--- src/rtl/irq_service_master.sv ---
// irq_service_master
// Services interrupts from an edge-capture PIO slave over Avalon-MM with no CPU involvement.
// After reset it writes the interrupt mask (address 2). On every irq it reads the edge-capture
// register (address 3), writes the captured bits back to clear them, and pushes the captured
// bits together with a timestamp into a small first-word-fall-through FIFO.
//
// Ports:
//   i_clk, i_reset          clock, synchronous active-high reset
//   i_irq                   level interrupt from the PIO slave
//   o_address, o_chipselect, o_write_n, o_writedata, i_readdata
//                           Avalon-MM master (no waitrequest, readdata one cycle after address)
//   o_ev_valid, i_ev_ready, o_ev_data, o_ev_time
//                           event stream (FIFO head)
//   o_overflow_cnt          saturating count of events dropped on a full FIFO
//   o_busy                  servicer is not idle
module irq_service_master #(
  parameter int unsigned           DATA_WIDTH = 3,
  parameter logic [DATA_WIDTH-1:0] MASK_INIT  = 3'b111,
  parameter int unsigned           TS_WIDTH   = 16,
  parameter int unsigned           FIFO_DEPTH = 4
) (
  input  logic                  i_clk,
  input  logic                  i_reset,
  input  logic                  i_irq,
  output logic [1:0]            o_address,
  output logic                  o_chipselect,
  output logic                  o_write_n,
  output logic [31:0]           o_writedata,
  input  logic [31:0]           i_readdata,
  output logic                  o_ev_valid,
  input  logic                  i_ev_ready,
  output logic [DATA_WIDTH-1:0] o_ev_data,
  output logic [TS_WIDTH-1:0]   o_ev_time,
  output logic [7:0]            o_overflow_cnt,
  output logic                  o_busy
);

  localparam int unsigned AW = $clog2(FIFO_DEPTH);
  localparam int unsigned EW = DATA_WIDTH + TS_WIDTH;

  // StRst is the cycle after reset with the bus quiet; StInit issues the mask write.
  typedef enum logic [2:0] {
    StRst, StInit, StIdle, StRdReq, StRdWait, StClr, StPush, StGuard
  } state_e;

  state_e                r_state;
  logic [1:0]            r_address;
  logic                  r_chipselect;
  logic                  r_write_n;
  logic [31:0]           r_writedata;
  logic                  r_busy;
  logic [TS_WIDTH-1:0]   r_ts;
  logic [TS_WIDTH-1:0]   r_ts_hold;
  logic [DATA_WIDTH-1:0] r_cap;
  logic [7:0]            r_ovf;
  logic [AW:0]           r_wr_ptr;
  logic [AW:0]           r_rd_ptr;
  logic [EW-1:0]         r_mem [FIFO_DEPTH];

  logic          w_empty;
  logic          w_full;
  logic          w_pop;
  logic          w_event;
  logic          w_push;
  logic          w_drop;
  logic [EW-1:0] w_head;
  logic          w_unused_rdata;

  // Only the low DATA_WIDTH bits of readdata carry edge-capture bits.
  assign w_unused_rdata = ^i_readdata[31:DATA_WIDTH];

  always_comb begin
    w_empty = (r_wr_ptr == r_rd_ptr);
    w_full  = (r_wr_ptr[AW] != r_rd_ptr[AW]) && (r_wr_ptr[AW-1:0] == r_rd_ptr[AW-1:0]);
    w_pop   = !w_empty && i_ev_ready;
    w_event = (r_state == StPush) && (r_cap != '0);
    // A pop in the same cycle frees the slot, so a full FIFO still accepts the push.
    w_push  = w_event && (!w_full || w_pop);
    w_drop  = w_event && w_full && !w_pop;
    w_head  = r_mem[r_rd_ptr[AW-1:0]];
  end

  // Free-running timestamp.
  always_ff @(posedge i_clk) begin
    if (i_reset) begin
      r_ts <= '0;
    end else begin
      r_ts <= r_ts + TS_WIDTH'(1);
    end
  end

  // FIFO pointers; extra MSB distinguishes full from empty.
  always_ff @(posedge i_clk) begin
    if (i_reset) begin
      r_wr_ptr <= '0;
      r_rd_ptr <= '0;
    end else begin
      if (w_push) r_wr_ptr <= r_wr_ptr + (AW + 1)'(1);
      if (w_pop)  r_rd_ptr <= r_rd_ptr + (AW + 1)'(1);
    end
  end

  always_ff @(posedge i_clk) begin
    if (w_push) r_mem[r_wr_ptr[AW-1:0]] <= {r_cap, r_ts_hold};
  end

  always_ff @(posedge i_clk) begin
    if (i_reset) begin
      r_ovf <= '0;
    end else if (w_drop && (r_ovf != 8'hff)) begin
      r_ovf <= r_ovf + 8'd1;
    end
  end

  // Servicing FSM; bus outputs are registered so they line up with the state they belong to.
  always_ff @(posedge i_clk) begin
    if (i_reset) begin
      r_state      <= StRst;
      r_address    <= '0;
      r_chipselect <= 1'b0;
      r_write_n    <= 1'b1;
      r_writedata  <= '0;
      r_busy       <= 1'b1;
      r_ts_hold    <= '0;
      r_cap        <= '0;
    end else begin
      case (r_state)
        StRst: begin
          r_state      <= StInit;
          r_address    <= 2'd2;
          r_chipselect <= 1'b1;
          r_write_n    <= 1'b0;
          r_writedata  <= 32'(MASK_INIT);
        end
        StInit: begin
          r_state      <= StIdle;
          r_chipselect <= 1'b0;
          r_write_n    <= 1'b1;
          r_busy       <= 1'b0;
        end
        StIdle: begin
          if (i_irq) begin
            r_state      <= StRdReq;
            r_ts_hold    <= r_ts;
            r_address    <= 2'd3;
            r_chipselect <= 1'b1;
            r_write_n    <= 1'b1;
            r_busy       <= 1'b1;
          end
        end
        StRdReq: begin
          // Address stays at 3 so readdata in the next cycle is the edge-capture register.
          r_state      <= StRdWait;
          r_chipselect <= 1'b0;
        end
        StRdWait: begin
          r_state      <= StClr;
          r_cap        <= i_readdata[DATA_WIDTH-1:0];
          r_chipselect <= 1'b1;
          r_write_n    <= 1'b0;
          r_writedata  <= 32'(i_readdata[DATA_WIDTH-1:0]);
        end
        StClr: begin
          r_state      <= StPush;
          r_chipselect <= 1'b0;
          r_write_n    <= 1'b1;
        end
        StPush: begin
          r_state <= StGuard;
        end
        StGuard: begin
          // Gives the slave a cycle to drop irq after the clear.
          r_state <= StIdle;
          r_busy  <= 1'b0;
        end
        default: begin
          r_state <= StRst;
        end
      endcase
    end
  end

  assign o_address      = r_address;
  assign o_chipselect   = r_chipselect;
  assign o_write_n      = r_write_n;
  assign o_writedata    = r_writedata;
  assign o_busy         = r_busy;
  assign o_overflow_cnt = r_ovf;
  assign o_ev_valid     = !w_empty;
  assign o_ev_data      = w_empty ? '0 : w_head[EW-1:TS_WIDTH];
  assign o_ev_time      = w_empty ? '0 : w_head[TS_WIDTH-1:0];

endmodule
--- config.mk ---
export PLATFORM = sky130hd
export DESIGN_NAME = irq_service_master
export DESIGN_NICKNAME = d
export VERILOG_FILES = /design/src/rtl/irq_service_master.sv
export SDC_FILE = /design/constraint.sdc
export NUM_CORES = 1
export LEC_CHECK = 0
export CAP_MARGIN = 20
export CORE_MARGIN = 3
export CORE_UTILIZATION = 48
export CTS_CLUSTER_SIZE = 10
export DETAILED_ROUTE_END_ITERATION = 10
export GPL_ROUTABILITY_DRIVEN = 0
export PLACE_DENSITY = 0.76
export SYNTH_ARGS = -nofsm -noshare
export SYNTH_HDL_FRONTEND = slang
export SYNTH_SLANG_ARGS = --single-unit
export TNS_END_PERCENT = 1
--- constraint.sdc ---
create_clock -name i_clk -period 2.2 [get_ports i_clk]
set_input_delay 0.44 -clock i_clk [delete_from_list [all_inputs] [get_ports i_clk]]
set_output_delay 0.44 -clock i_clk [all_outputs]
set_load 0.1 [all_outputs]
==> impl_metrics.json <==
{
  "status": "complete, but fails checks",
  "grtUsageTotal_pct": 17.9,
  "grt_max_degree": 32,
  "setup_violations": 19,
  "clock_power_share_pct": 48.7,
  "fin_ws_ns": -0.0709,
  "clock_latency_ns": 0.42,
  "cp_num_buf_inv": 2,
  "die_x_um": 116,
  "wl_met2_um": 5750,
  "min_to": "o_overflow_cnt[0]$_SDFFE_PP0P_",
  "worst_ep_arrival_time_ns": 1.83,
  "synth-simple-area-share_pct": 14.9,
  "combPwrFrac_pct": 7.9,
  "vdd_ir_drop_max_uv": 406,
  "overflow": 0,
  "grt_pass1_vias": 3603,
  "placed_area_um2": 6570,
  "endpoint_kind": "primary output",
  "initial_core_util_pct": 49.9,
  "leakage_nw": 2.68,
  "hold_depth": 2,
  "hold_viol": 0,
  "slew_violations": 0,
  "min_period_ns": 2.27,
  "synthFlopType": "edfxtp_1",
  "n_antenna_cell": 0,
  "ys_top_cells_by_area": "edfxtp_1 (40%), dfxtp_1 (21%), mux4_2 (7.4%), buf_4 (3.9%), nor2b_1 (2.9%)",
  "skew_ns": 0.0154,
  "path_class": "flip-flop to primary output",
  "clk_path_buf_depth": 2,
  "ioPinCount": 101,
  "drt-initial-drc-count": 261,
  "async_flop_share_pct": 0,
  "ff2ff_path_depth": 5,
  "cp_cell_sequence": "buf_4 > mux4_2 > nor2b_2 > buf_12",
  "relSlewSlack_pct": 55.8,
  "synthMuxAreaShare_pct": 8.95,
  "drv_cap": 0,
  "total_power_mw": 6.33,
  "area_growth_pct": 26.5,
  "synth_top_area_cell": "edfxtp_1",
  "pwr_density_cell_nw_per_um2": 866,
  "h-tree-depth": 4,
  "synth_compound_area_share_pct": 4.79,
  "fin_util_pct": 63.2,
  "drtPass1Iterations": 4,
  "clk_pin_slew_ns": 0.06,
  "dpl_worst_slack_ns": -0.268,
  "hold_path.class": "input port to flip-flop",
  "routed_wl_um": 11000,
  "crit_family": "multiplexers",
  "violations": "setup timing",
  "power_switching_mw": 1.52,
  "p_seq_share_pct": 43.4,
  "avgSynthCellArea_um2": 12.5,
  "netlist.area_leader.share_pct": 39.5,
  "synthAdderAreaFrac_pct": 1.52,
  "worstReg2RegStart": "r_rd_ptr[1]$_SDFFE_PP0N_",
  "wl_per_cell_um": 16.4,
  "slowest_delay_ns": 0.52,
  "ant_nets": 0,
  "tritoncts": "yes",
  "post-dp-hpwl_um": 6900,
  "vias_per_cell": 5.39,
  "netlist_area_um2": 5780,
  "syn_inst": 463,
  "max_freq_mhz": 440,
  "drc_errors": 0,
  "rsz0062_at_grt": "yes",
  "synth_edf_count": 76,
  "synth_xor_area_share_pct": 2.58,
  "highest_layer": "met4",
  "worst_pin_slew_ns": 0.660,
  "reg2reg_to": "o_overflow_cnt[6]$_SDFFE_PP0P_",
  "met3_wirelength_um": 573,
  "grt_first_pass_wirelength_um": 18100,
  "fp.dieH_um": 116,
  "synthDistinctLibCells": 43,
  "drive_gt1_share_pct": 27.0,
  "ff2ff_setup_slack_ns": 0.08,
  "fill_cells": 819,
  "critPathRequiredTime_ns": 1.76,
  "ctsRootBufferMaster": "clkbuf_16",
  "synth_seq_area_share_pct": 61.0,
  "finalNetCount": 560,
  "core_um2": 11600,
  "period_share_pct": 103,
  "startpoint_type": "flip-flop",
  "intPower_mw": 4.81,
  "yosys_warnings": 0,
  "synth_top_family_by_area": "simple AND/OR/NAND/NOR gates",
  "cts.sinks": 138,
  "critPathMaxFanout": 3,
  "synth_seq_cells": 138,
  "placementRows": 39,
  "met1_length_um": 4520,
  "numPortBuffers": 42,
  "min_from": "i_reset",
  "fin_area_um2": 7310,
  "vias": 3626,
  "cts_buffers": 17,
  "dieArea_um2": 13400,
  "cp_slowest_cell": "mux4_2",
  "antenna_found_initial": 0,
  "swShare_pct": 24.1
}
-- layer usage --
layer  vias to the layer above  track usage, %
li1                       1719               -
met1                      1774            22.0
met2                       116            30.2
met3                        17            3.45
met4                         0            8.97
met5                         -               0
-- synth_stat cells, types with 2 or more instances --
cell type  count
xnor2_1        3
nand2b_1       2
nor2_1        32
nor3_1         7
and3_1         6
buf_4         30
mux2_1         3
nor4_4         2
inv_1          8
edfxtp_1      76
mux4_2        19
a311oi_1       3
and2_1         3
nand3_1       12
and4_1         4
clkbuf_1      16
nor3b_1        2
xor2_1        14
a21oi_1       33
nand2_1       44
nor4_1         3
or3_1          5
or4_1          3
buf_1          3
ha_1           7
dfxtp_1       62
nor2b_1       27
nand4_1        5
o31ai_1        4
buf_2          4
o21ai_0        6
mux2_2         4
-- metrics by stage --
stage / hold slack [ns] / TNS [ns] / std cells
final: 0.428 / -0.846 / 673
after global placement: 0.456 / -11.10 / 639
after global routing: 0.444 / -2.16 / 673
after detailed placement: 0.466 / -13.15 / 639
after CTS: 0.408 / -1.62 / 673
after floorplan: 0.438 / -4.81 / 491
-- how the worst max path moves through the flow --
| stage | end | slack, ns | cells after the start |
|---|---|---|---|
| 2_1_floorplan | o_ev_time[11] | -0.29 | 4 |
| 3_3_place_gp | o_overflow_cnt[5]$_SDFFE_PP0P_ | -0.19 | 5 |
| 6_report | o_ev_time[5] | -0.07 | 4 |
| 3_5_place_dp | o_overflow_cnt[5]$_SDFFE_PP0P_ | -0.27 | 5 |
| 5_1_grt | o_ev_time[7] | -0.13 | 4 |
| 4_1_cts | o_ev_time[7] | -0.11 | 4 |
-- layout by cell type (no fill, tap or decap), types with 13 or more instances in the layout --
cell type  netlist  final
a21oi_1         33     33
buf_12           0     26
buf_4           30     28
clkbuf_16        0     17
conb_1           1     29
dfxtp_1         62     57
edfxtp_1        76     76
mux4_2          19     19
nand2_1         44     44
nor2_1          32     32
nor2b_2          0     13
-- state kept, by name, indices dropped and copies added (netlist names), named ones only --
| name | count |
|---|---|
| r_rd_ptr | 3 |
| r_ts | 16 |
| o_writedata | 3 |
| r_cap | 3 |
| r_wr_ptr | 3 |
| r_mem | 76 |
| o_busy | 1 |
| o_write_n | 1 |
| o_overflow_cnt | 8 |
| r_ts_hold | 16 |
| o_chipselect | 1 |
| o_address | 2 |
| r_state | 3 |
-- logic make-up after synthesis --
logic type / count (synthesis)
AND/OR/NAND/NOR: 162
flip-flops: 138
buffers and inverters: 62
AO/OA/AOI/OAI: 49
multiplexers: 27
XOR/XNOR: 17
adder cells (fa/ha/maj): 7
other: 1
-- power by group through the flow --
stage | registers (mW) | clock network [mW] | logic (mW)
after floorplan | 2.91 | 0 | 0.355
after global placement | 2.80 | 0 | 0.495
after detailed placement | 2.80 | 0 | 0.499
after CTS | 2.75 | 3.13 | 0.501
after global routing | 2.75 | 3.25 | 0.524
final | 2.75 | 3.08 | 0.502
-- timing repair --
| item | in CTS | in global routing |
|---|---|---|
| hold buffers | 0 | 0 |
| gates resized for setup | 12 | 3 |
| pin swaps | 1 | 0 |
| cloned | 1 | 0 |
| endpoints found under the setup margin | 20 | 21 |
| setup buffers | 1 | 0 |
-- area by class of cell --
cell class	instances	area, µm²	share of cell area (%)
multi-input combinational	291	2100	28.8
sequential	138	3530	48.3
tap	143	179	2.45
timing repair buffer	61	813	11.1
clock buffer	17	425	5.82
inverter	8	30.0	0.411
clock inverter	15	224	3.07
-- worst reg2reg max path, delay by kind of cell (launching register included) --
| kind | cells | cell delay [ns] |
|---|---|---|
| muxes | 1 | 0.37 |
| DFF | 1 | 0.36 |
| buffers and inverters | 1 | 0.21 |
| and+or+nand+nor | 2 | 0.85 |
| xor gates and xnor gates | 1 | 0.22 |
(Power assumes the default switching activity.)
